`config.mk`:
```
export PLATFORM = sky130hd
export DESIGN_NAME = s2p_comma_rx
export DESIGN_NICKNAME = d
export VERILOG_FILES = /design/src/rtl/p2s_s2p_pkg.sv /design/src/rtl/s2p_shift_cnt.sv /design/src/rtl/s2p_comma_rx.sv
export SDC_FILE = /design/constraint.sdc
export NUM_CORES = 1
export LEC_CHECK = 0
export CAP_MARGIN = 40
export CORE_UTILIZATION = 45
export DETAILED_ROUTE_END_ITERATION = 16
export PLACE_DENSITY = 0.63
export SYNTH_ARGS = -nofsm -noshare
export SYNTH_HDL_FRONTEND = slang
export SYNTH_HIERARCHICAL = 1
export SYNTH_SLANG_ARGS = --single-unit
export TNS_END_PERCENT = 5
```
`constraint.sdc`:
```
create_clock -name CLK -period 2.2 [get_ports CLK]
set_clock_uncertainty 0.1 [all_clocks]
set_input_delay 0.22 -clock CLK [delete_from_list [all_inputs] [get_ports CLK]]
set_output_delay 0.22 -clock CLK [all_outputs]
set_load 0.05 [all_outputs]
```
`src/rtl/p2s_s2p_pkg.sv`:
```
// Shared definitions for the serializer link (transmit and receive sides).
//   COMMA         : idle/alignment symbol sent between data bytes
//   BIT_CNT_IDLE  : value of the 3-bit bit-select counter between bytes
//   state_t       : receiver alignment state
package p2s_s2p_pkg;

    localparam logic [7:0] COMMA        = 8'hBC;
    localparam logic [2:0] BIT_CNT_IDLE = 3'b111;

    typedef enum logic [1:0] {
        SEARCH = 2'd0,
        SYNC   = 2'd1,
        ACTIVE = 2'd2
    } state_t;

endpackage

```
`src/rtl/s2p_shift_cnt.sv`:
```
// Serial-in shift register plus 3-bit bit counter for the receive side.
// Bits arrive LSB first, so each new bit enters at the top and the byte
// slides down toward bit 0.
//   CLK       : clock, rising edge
//   reset     : asynchronous, active-low
//   data_in   : serial data bit
//   valid_in  : data_in is a real bit this cycle
//   load_idle : on an accepted bit, force the counter to the idle value
//               (marks the current bit as the last bit of a byte)
//   window    : byte ending with the current bit, {data_in, shreg[7:1]}
//   byte_done : the current accepted bit completes a byte
module s2p_shift_cnt
    import p2s_s2p_pkg::*;
(
    input  logic       CLK,
    input  logic       reset,
    input  logic       data_in,
    input  logic       valid_in,
    input  logic       load_idle,
    output logic [7:0] window,
    output logic       byte_done
);

    logic [7:0] shreg;
    logic [2:0] bit_cnt;

    assign window    = {data_in, shreg[7:1]};
    // The bit that moves the counter onto the idle value ends a byte.
    assign byte_done = valid_in && (bit_cnt == 3'd6);

    always_ff @(posedge CLK or negedge reset) begin
        if (!reset) begin
            shreg   <= 8'h00;
            bit_cnt <= BIT_CNT_IDLE;
        end else if (valid_in) begin
            shreg <= window;
            if (load_idle) begin
                bit_cnt <= BIT_CNT_IDLE;
            end else begin
                bit_cnt <= bit_cnt + 3'd1;
            end
        end
    end

endmodule

```
`src/rtl/s2p_comma_rx.sv`:
```
// Receive side of the serializer link. Deserializes a 1-bit LSB-first
// stream into bytes, hunts for the comma symbol to find byte boundaries,
// declares lock after LOCK_COUNT consecutive aligned commas and then
// presents each non-comma byte with a one-cycle valid strobe.
//   CLK       : clock, rising edge
//   reset     : asynchronous, active-low; clears all state
//   data_in   : serial data bit
//   valid_in  : data_in is a real bit this cycle; no bit consumed when 0
//   data_out  : last completed non-comma byte (bit 0 = first received bit)
//   valid_out : one-cycle strobe, data_out updated this cycle
//   active    : link locked (state ACTIVE)
//
// Handshake: valid_in qualifies data_in on every rising edge; there is no
// back-pressure. valid_out is a single-cycle strobe with no ready; the
// consumer must take data_out in the cycle valid_out is high.
module s2p_comma_rx
    import p2s_s2p_pkg::*;
#(
    parameter logic [7:0] COMMA      = p2s_s2p_pkg::COMMA,
    parameter int         LOCK_COUNT = 4
) (
    input  logic       CLK,
    input  logic       reset,
    input  logic       data_in,
    input  logic       valid_in,
    output logic [7:0] data_out,
    output logic       valid_out,
    output logic       active
);

    state_t     state, state_next;
    logic [2:0] bc_cnt, bc_cnt_next;
    logic [7:0] data_out_next;
    logic       valid_out_next;
    logic       load_idle;
    logic [7:0] window;
    logic       byte_done;
    logic       is_comma;

    s2p_shift_cnt u_shift_cnt (
        .CLK       (CLK),
        .reset     (reset),
        .data_in   (data_in),
        .valid_in  (valid_in),
        .load_idle (load_idle),
        .window    (window),
        .byte_done (byte_done)
    );

    assign is_comma = (window == COMMA);

    always_ff @(posedge CLK or negedge reset) begin
        if (!reset) begin
            state     <= SEARCH;
            bc_cnt    <= 3'd0;
            data_out  <= 8'h00;
            valid_out <= 1'b0;
            active    <= 1'b0;
        end else begin
            state     <= state_next;
            bc_cnt    <= bc_cnt_next;
            data_out  <= data_out_next;
            valid_out <= valid_out_next;
            active    <= (state_next == ACTIVE);
        end
    end

    always_comb begin
        state_next     = state;
        bc_cnt_next    = bc_cnt;
        data_out_next  = data_out;
        valid_out_next = 1'b0;
        load_idle      = 1'b0;

        unique case (state)
            SEARCH: begin
                // Sliding compare on every accepted bit; a hit defines the
                // byte boundary by parking the counter at idle.
                if (valid_in && is_comma) begin
                    load_idle   = 1'b1;
                    bc_cnt_next = 3'd1;
                    state_next  = (LOCK_COUNT == 1) ? ACTIVE : SYNC;
                end
            end

            SYNC: begin
                if (byte_done) begin
                    if (is_comma) begin
                        bc_cnt_next = bc_cnt + 3'd1;
                        if ((bc_cnt + 3'd1) == 3'(LOCK_COUNT)) begin
                            state_next = ACTIVE;
                        end
                    end else begin
                        // Counter keeps running; the sliding search picks
                        // up again from the next bit.
                        bc_cnt_next = 3'd0;
                        state_next  = SEARCH;
                    end
                end
            end

            ACTIVE: begin
                // No loss-of-lock detection; only reset leaves ACTIVE.
                if (byte_done && !is_comma) begin
                    data_out_next  = window;
                    valid_out_next = 1'b1;
                end
            end

            default: begin
                state_next = SEARCH;
            end
        endcase
    end

endmodule

```
==> results of run 1 <==
critical path: stages (launching register included):
cell and delay (ns):
dfrtp_1 0.43, or4b_4 0.57, buf_4 0.17, nor3_1 0.19
buf_4 0.17, and4b_1 0.20, a21oi_2 0.10
report_power, final:
group | internal [mW] | leakage [nW] | switching [mW]
logic | 0.0905 | 0.310 | 0.0696
clock network | 0.0711 | 0.0150 | 0.136
registers | 0.530 | 0.322 | 0.0553
Yosys cell counts:
cell,instances
a21oi_1,1
a21oi_2,1
a22o_1,1
a31oi_1,1
and3_1,1
and4b_1,1
buf_4,1
buf_6,1
dfrtp_1,22
dfstp_2,3
ha_1,4
inv_1,5
mux2_2,11
mux2_4,4
nand2_1,3
nand2_2,1
nand2b_1,1
nand3_1,1
nand3b_1,1
nand4_1,1
nor2_1,3
nor2b_1,2
nor3_1,1
nor3b_1,1
o2111ai_4,1
o21ai_0,2
o21ai_1,1
o22a_1,2
o31ai_1,3
o32ai_1,1
or2_2,1
or3b_2,1
or4_1,1
or4b_4,1
xor2_1,1
path summary, 6_finish.rpt:
check / start / end / depth (start not counted)
setup / recovery: u_shift_cnt/shreg[7]$_DFFE_PN0P_ / u_shift_cnt/bit_cnt[2]$_DFFE_PN1P_ / 6
hold / removal: reset / data_out[4]$_DFFE_PN0P_ / 2
setup reg to reg: u_shift_cnt/shreg[7]$_DFFE_PN0P_ / u_shift_cnt/bit_cnt[2]$_DFFE_PN1P_ / 6
hold reg to reg: u_shift_cnt/bit_cnt[2]$_DFFE_PN1P_ / u_shift_cnt/bit_cnt[2]$_DFFE_PN1P_ / 2
max in group asynchronous: reset / u_shift_cnt/bit_cnt[2]$_DFFE_PN1P_ / 2
min in group CLK: u_shift_cnt/bit_cnt[2]$_DFFE_PN1P_ / u_shift_cnt/bit_cnt[2]$_DFFE_PN1P_ / 2
cell type report:
type | count | area, µm²
tap | 30 | 37.54
timing repair buffer | 18 | 167.7
sequential | 25 | 629.4
fill | 213 | 1082
clock buffer | 4 | 26.28
inverter | 5 | 18.77
multi-input combinational | 55 | 493.0
kinds of logic (layout without fill, tap and decap cells):
logic type      Yosys count  in the layout  synth area share
compound gates           14             14            0.1025
xor+xnor                  1              1          0.007553
fa+ha+maj                 4              4           0.04315
buf+inv                   7             27           0.03237
flops                    25             25            0.5426
mux                      15             15            0.1586
simple gates             21             21            0.1133
metal layers:
| metal | track usage | wire [µm] |
|---|---|---|
| met5 | 0 | 0 |
| met4 | 0.09211 | 29 |
| met3 | 0.02609 | 54 |
| met2 | 0.3354 | 1068 |
| met1 | 0.2348 | 938 |
sequential cells by signal, summed over array words and instances (netlist names):
register / cells
valid_out: 1
active: 1
bc_cnt: 3
state: 2
u_shift_cnt/bit_cnt: 3
data_out: 8
u_shift_cnt/shreg: 7
stage by stage:
stage / cells / setup slack [ns]
3_5_place_dp: 133 / 0.03693
6_report: 137 / 0.2235
5_1_grt: 137 / 0.04607
3_3_place_gp: 133 / 0.04335
2_1_floorplan: 87 / 0.3387
4_1_cts: 137 / 0.2239
==> metrics, run 1 <==
Min-Delay Path Class=input port to asynchronous set/reset pin; Mapped Avg Cell Area=13.33 µm²; commonest cells after routing, fill and taps aside=22 x dfrtp_1, 13 x clkdlybuf4s50_1, 11 x mux2_2, 5 x inv_1, 5 x buf_4; top cell type by total area after synthesis=dfrtp_1; # DRC=0; CTS sink count=25; largest net degree at the start of global routing=26; top post-synthesis cells by area=dfrtp_1 47%, mux2_2 11%, dfstp_2 6.8%; first-pass GRT wire length=3691 µm; Mapped Area=1160 µm²; synthesized flop and latch total=25; Port-buffer cells=13; Nets=116; synth-to-layout area growth=18.34%; pwr/cell area=694.3 nW/µm²; final RePlAce weighted congestion=0.7357; Crit Path Class=flip-flop to flip-flop; antenna-violating nets left=0; post-synth top area share=0.4746; CTS tree=yes; Clock Latency Late Sink=0.32 ns; post-CTS resize count=0; chip height=52.77 µm; initial core utilization=0.4725; htree depth=1; vias in the first global route=809; fin area=1373 µm²; hold_ws=0.1357 ns; WP data arrival=2.14 ns; Final Max Slew Viols=0; core area=2455 µm²; Worst setup SP type=flip-flop; Post-CTS Repair Setup Buffers=0; post-DR vias/cell=5.431; die area=2785 µm²; crit-path max FO=6; DR vias=744; Tot GR Track Use=0.1939; num rows=18; R2R Setup Slk=0.22 ns; Worst Path Required=2.37 ns; chip width=52.77 µm; Lkg Pwr=0.6473 nW; sequential area share after synthesis=0.5426; overall power=0.9530 mW; Post-Syn Instances=87; Pre-antenna DRT Iters=2; number of DRC markers in iteration 0=3; Fmax=505.9 MHz; Hold Buf Count CTS=0; most common cell after layout, fill and taps aside=dfrtp_1; Routed WL=2089 µm; Root Driver=clkbuf_4; CP Capture Type=flip-flop; initial antenna violation count=0; # setup viols final=0; I/O pins=14; wire per inst=15.25 µm; HPWL Detailed=1524 µm; post-layout min period=1.977 ns; CTS buffer count=3; Synth cell types=35; peak supply drop=387.1 µV; Mapped Nets=95; share of cells above drive strength 1=0.2991; GRT overflow=0; Final period util=0.8984; status=finished clean; Slew @ Worst Pin=0.5005 ns; max cap viols=0; RSZ-0062 raised after global routing=no; Clock Tree Buf Depth=2; Final Hold Fails=0; diode count=0; dpl cell area=1346 µm²; Ys Warns=6; Rel. slew slack=0.6653; clk slew on worst S/H paths=0.13 ns; Sum Neg Setup Slack=0 ns; Util after Layout=0.5591
Note: power is estimated with default switching activity, not from simulation.
==> inputs of run 2 (changes only) <==
==> constraint.sdc (replaced) <==
create_clock -name CLK -period 1.85 [get_ports CLK]
set_clock_uncertainty 0.1 [all_clocks]
set_input_delay 0.185 -clock CLK [delete_from_list [all_inputs] [get_ports CLK]]
set_output_delay 0.185 -clock CLK [all_outputs]
set_load 0.05 [all_outputs]
==> run 2 against run 1 <==
  * The run now ends with negative setup slack left
  * Via count is 3.9% higher
  * Sequential share of layout area is 4.1 points lower
  * Routed wire length is 9.2% higher
  * Critical path depth is 2 lower
  * Register-to-register slack worse by 0.28 ns
  * Global-route usage is 0.94 points higher
  * Combinational power is 44% higher
  * Sequential power is 18% higher
  * Maximum frequency is 3.5% higher
  * Clock power is 19% higher
  * Largest cell class unchanged
==> metrics, run 2 (synthesized netlist as in run 1, its figures left out) <==
filler cell count=193 (-9.4%); initial core utilization=0.4725 (unchanged); Largest Register=data_out; Tot GR Track Use=0.2033 (+0.009422); Placement Setup Slack=-0.3410 ns (-0.3779 ns); pwr/cell area=776.0 nW/µm² (+12%); ordered list of cells on the worst path=or4b_4 -> o2111ai_4 -> buf_4 -> mux2_2; met1 WL=1101 µm (+17%); Rel. slew slack=0.6632 (-0.002017); chip height=52.77 µm (unchanged); Min-Delay Path Class=input port to asynchronous set/reset pin; I/O pins=14 (unchanged); Clock Tree Buf Depth=2 (unchanged); max cap viols=0 (unchanged); NetSw=0.3200 mW (+22%); most common cell after layout, fill and taps aside=dfrtp_1; # DRC=0 (unchanged); hold_ws=0.1151 ns (-0.02060 ns); Clk pwr share=0.211 (-0.007); Sum Neg Setup Slack=-0.2729 ns (-0.2729 ns); slowest library cell on the worst path=or4b_4; P_int=0.8490 mW (+23%); Slew @ Worst Pin=0.5036 ns (+0.003016 ns); CTS buffer count=3 (unchanged); CTS tree=yes; peak supply drop=476.5 µV (+23%); largest net degree at the start of global routing=26 (unchanged); number of DRC markers in iteration 0=1 (-2); final worst slack=-0.05971 ns (-0.2832 ns); final RePlAce weighted congestion=0.8282 (+13%); share of cells above drive strength 1=0.4034 (+0.1043); GRT overflow=0 (unchanged); Reg power frac=0.591 (-0.023); Root Driver=clkbuf_4; top routing layer used=met4; Hold Buf Count CTS=0 (unchanged); Nets=128 (+10%); crit-path max FO=3 (-3); num rows=18 (unchanged); die area=2785 µm² (unchanged); vias in the first global route=833 (+3.0%); htree depth=1 (unchanged); sw frac=0.2737 (-0.0005013); CTS sink count=25 (unchanged); synth-to-layout area growth=29.88%; initial antenna violation count=0 (unchanged); diode count=0 (unchanged); CP Capture Type=flip-flop; overall power=1.169 mW (+23%); DR vias=773 (+3.9%); first-pass GRT wire length=3995 µm (+8.2%); Worst Path Required=1.96 ns (-0.41 ns); post-layout min period=1.910 ns (-0.06679 ns); antenna-violating nets left=0 (unchanged); clk slew on worst S/H paths=0.14 ns (about the same); max incr delay on CP=0.55 ns (-0.02 ns); routed wl met3=43 µm (-20%); WP data arrival=2.02 ns (-0.12 ns); Port-buffer cells=13 (unchanged); HPWL Detailed=1561 µm (+2.4%); Clock Latency Late Sink=0.31 ns (about the same); status=finished, violations left; Combinational Power Share=0.198 (+0.030); commonest cells after routing, fill and taps aside=22 x dfrtp_1, 16 x buf_4, 13 x clkdlybuf4s50_1, 9 x mux2_4, 6 x mux2_2; core area=2455 µm² (unchanged); met2 wire length=1107 µm (+3.7%); chip width=52.77 µm (unchanged); Final period util=1.032 (+0.1339); RSZ-0062 raised after global routing=yes; Crit Path Class=flip-flop to flip-flop; flip-flop count of the largest register after layout=8 (unchanged); Pre-antenna DRT Iters=4 (+2); Final Max Slew Viols=0 (unchanged); Worst setup SP type=flip-flop; wire per inst=15.31 µm (+0.40%); failing checks=negative setup slack; Routed WL=2281 µm (+9.2%); Top Registers=data_out: 8 flops, u_shift_cnt/shreg: 7 flops; Lkg Pwr=0.7318 nW (+13%); post-DR vias/cell=5.188 (-4.5%); Final Hold Fails=0 (unchanged); # setup viols final=9 (+9); Fmax=523.6 MHz (+3.5%)
## run 2: final cells by class
type	count	area (µm²)	area share
Clock buffer	3	22.52	0.01495
Clock inverter	1	5.005	0.003322
Inverter	5	18.77	0.01246
Multi-Input combinational cell	55	531.8	0.3530
Sequential cell	25	629.4	0.4178
Tap cell	30	37.54	0.02492
Timing Repair Buffer	30	261.5	0.1736
## run 2: power groups by stage
| stage | combinational, mW | sequential, mW | clock (mW) |
|---|---|---|---|
| final | 0.231 | 0.691 | 0.247 |
| after global routing | 0.259 | 0.702 | 0.283 |
| after CTS | 0.234 | 0.690 | 0.255 |
| after detailed placement | 0.232 | 0.698 | 0 |
| after global placement | 0.224 | 0.697 | 0 |
| after floorplan | 0.145 | 0.685 | 0 |
## run 2: metrics by stage
step,util,cell area [µm²],cells
2_1_floorplan,-,1160,87
3_3_place_gp,0.5759,1414,142
3_5_place_dp,0.5759,1414,142
4_1_cts,0.6075,1491,149
5_1_grt,0.6137,1506,149
6_report,0.6137,1506,149
## run 2: what timing repair did
| action | 4_1_cts | 5_1_grt |
|---|---|---|
| pin swaps | 2 | 0 |
| gates resized for setup | 7 | 4 |
| endpoints found under the setup margin | 12 | 14 |
| buffers inserted | 3 | 0 |
## run 2: per-layer routing
metal	track usage	up-vias
li1	-	376
met1	0.2581	383
met2	0.3460	10
met3	0.02609	4
met4	0.07895	0
met5	0	-
## run 2: worst max-delay path: cells and delay by family (launching register included)
family	cells	cell delay, ns
simple gates	1	0.55
buf+inv	1	0.17
flops	1	0.42
compound gates	1	0.23
mux	1	0.34
## run 2: path summary, 6_finish.rpt
| kind | startpoint | to | slack [ns] | depth (start not counted) |
|---|---|---|---|---|
| min in group CLK | u_shift_cnt/bit_cnt[2]$_DFFE_PN1P_ | u_shift_cnt/bit_cnt[2]$_DFFE_PN1P_ | 0.39 | 2 |
| setup / recovery | u_shift_cnt/shreg[2]$_DFFE_PN0P_ | data_out[4]$_DFFE_PN0P_ | -0.06 | 4 |
| hold reg to reg | u_shift_cnt/bit_cnt[2]$_DFFE_PN1P_ | u_shift_cnt/bit_cnt[2]$_DFFE_PN1P_ | 0.39 | 2 |
| setup reg to reg | u_shift_cnt/shreg[2]$_DFFE_PN0P_ | data_out[4]$_DFFE_PN0P_ | -0.06 | 4 |
| max in group asynchronous | reset | u_shift_cnt/bit_cnt[2]$_DFFE_PN1P_ | 1.24 | 2 |
| hold / removal | reset | data_out[4]$_DFFE_PN0P_ | 0.12 | 2 |
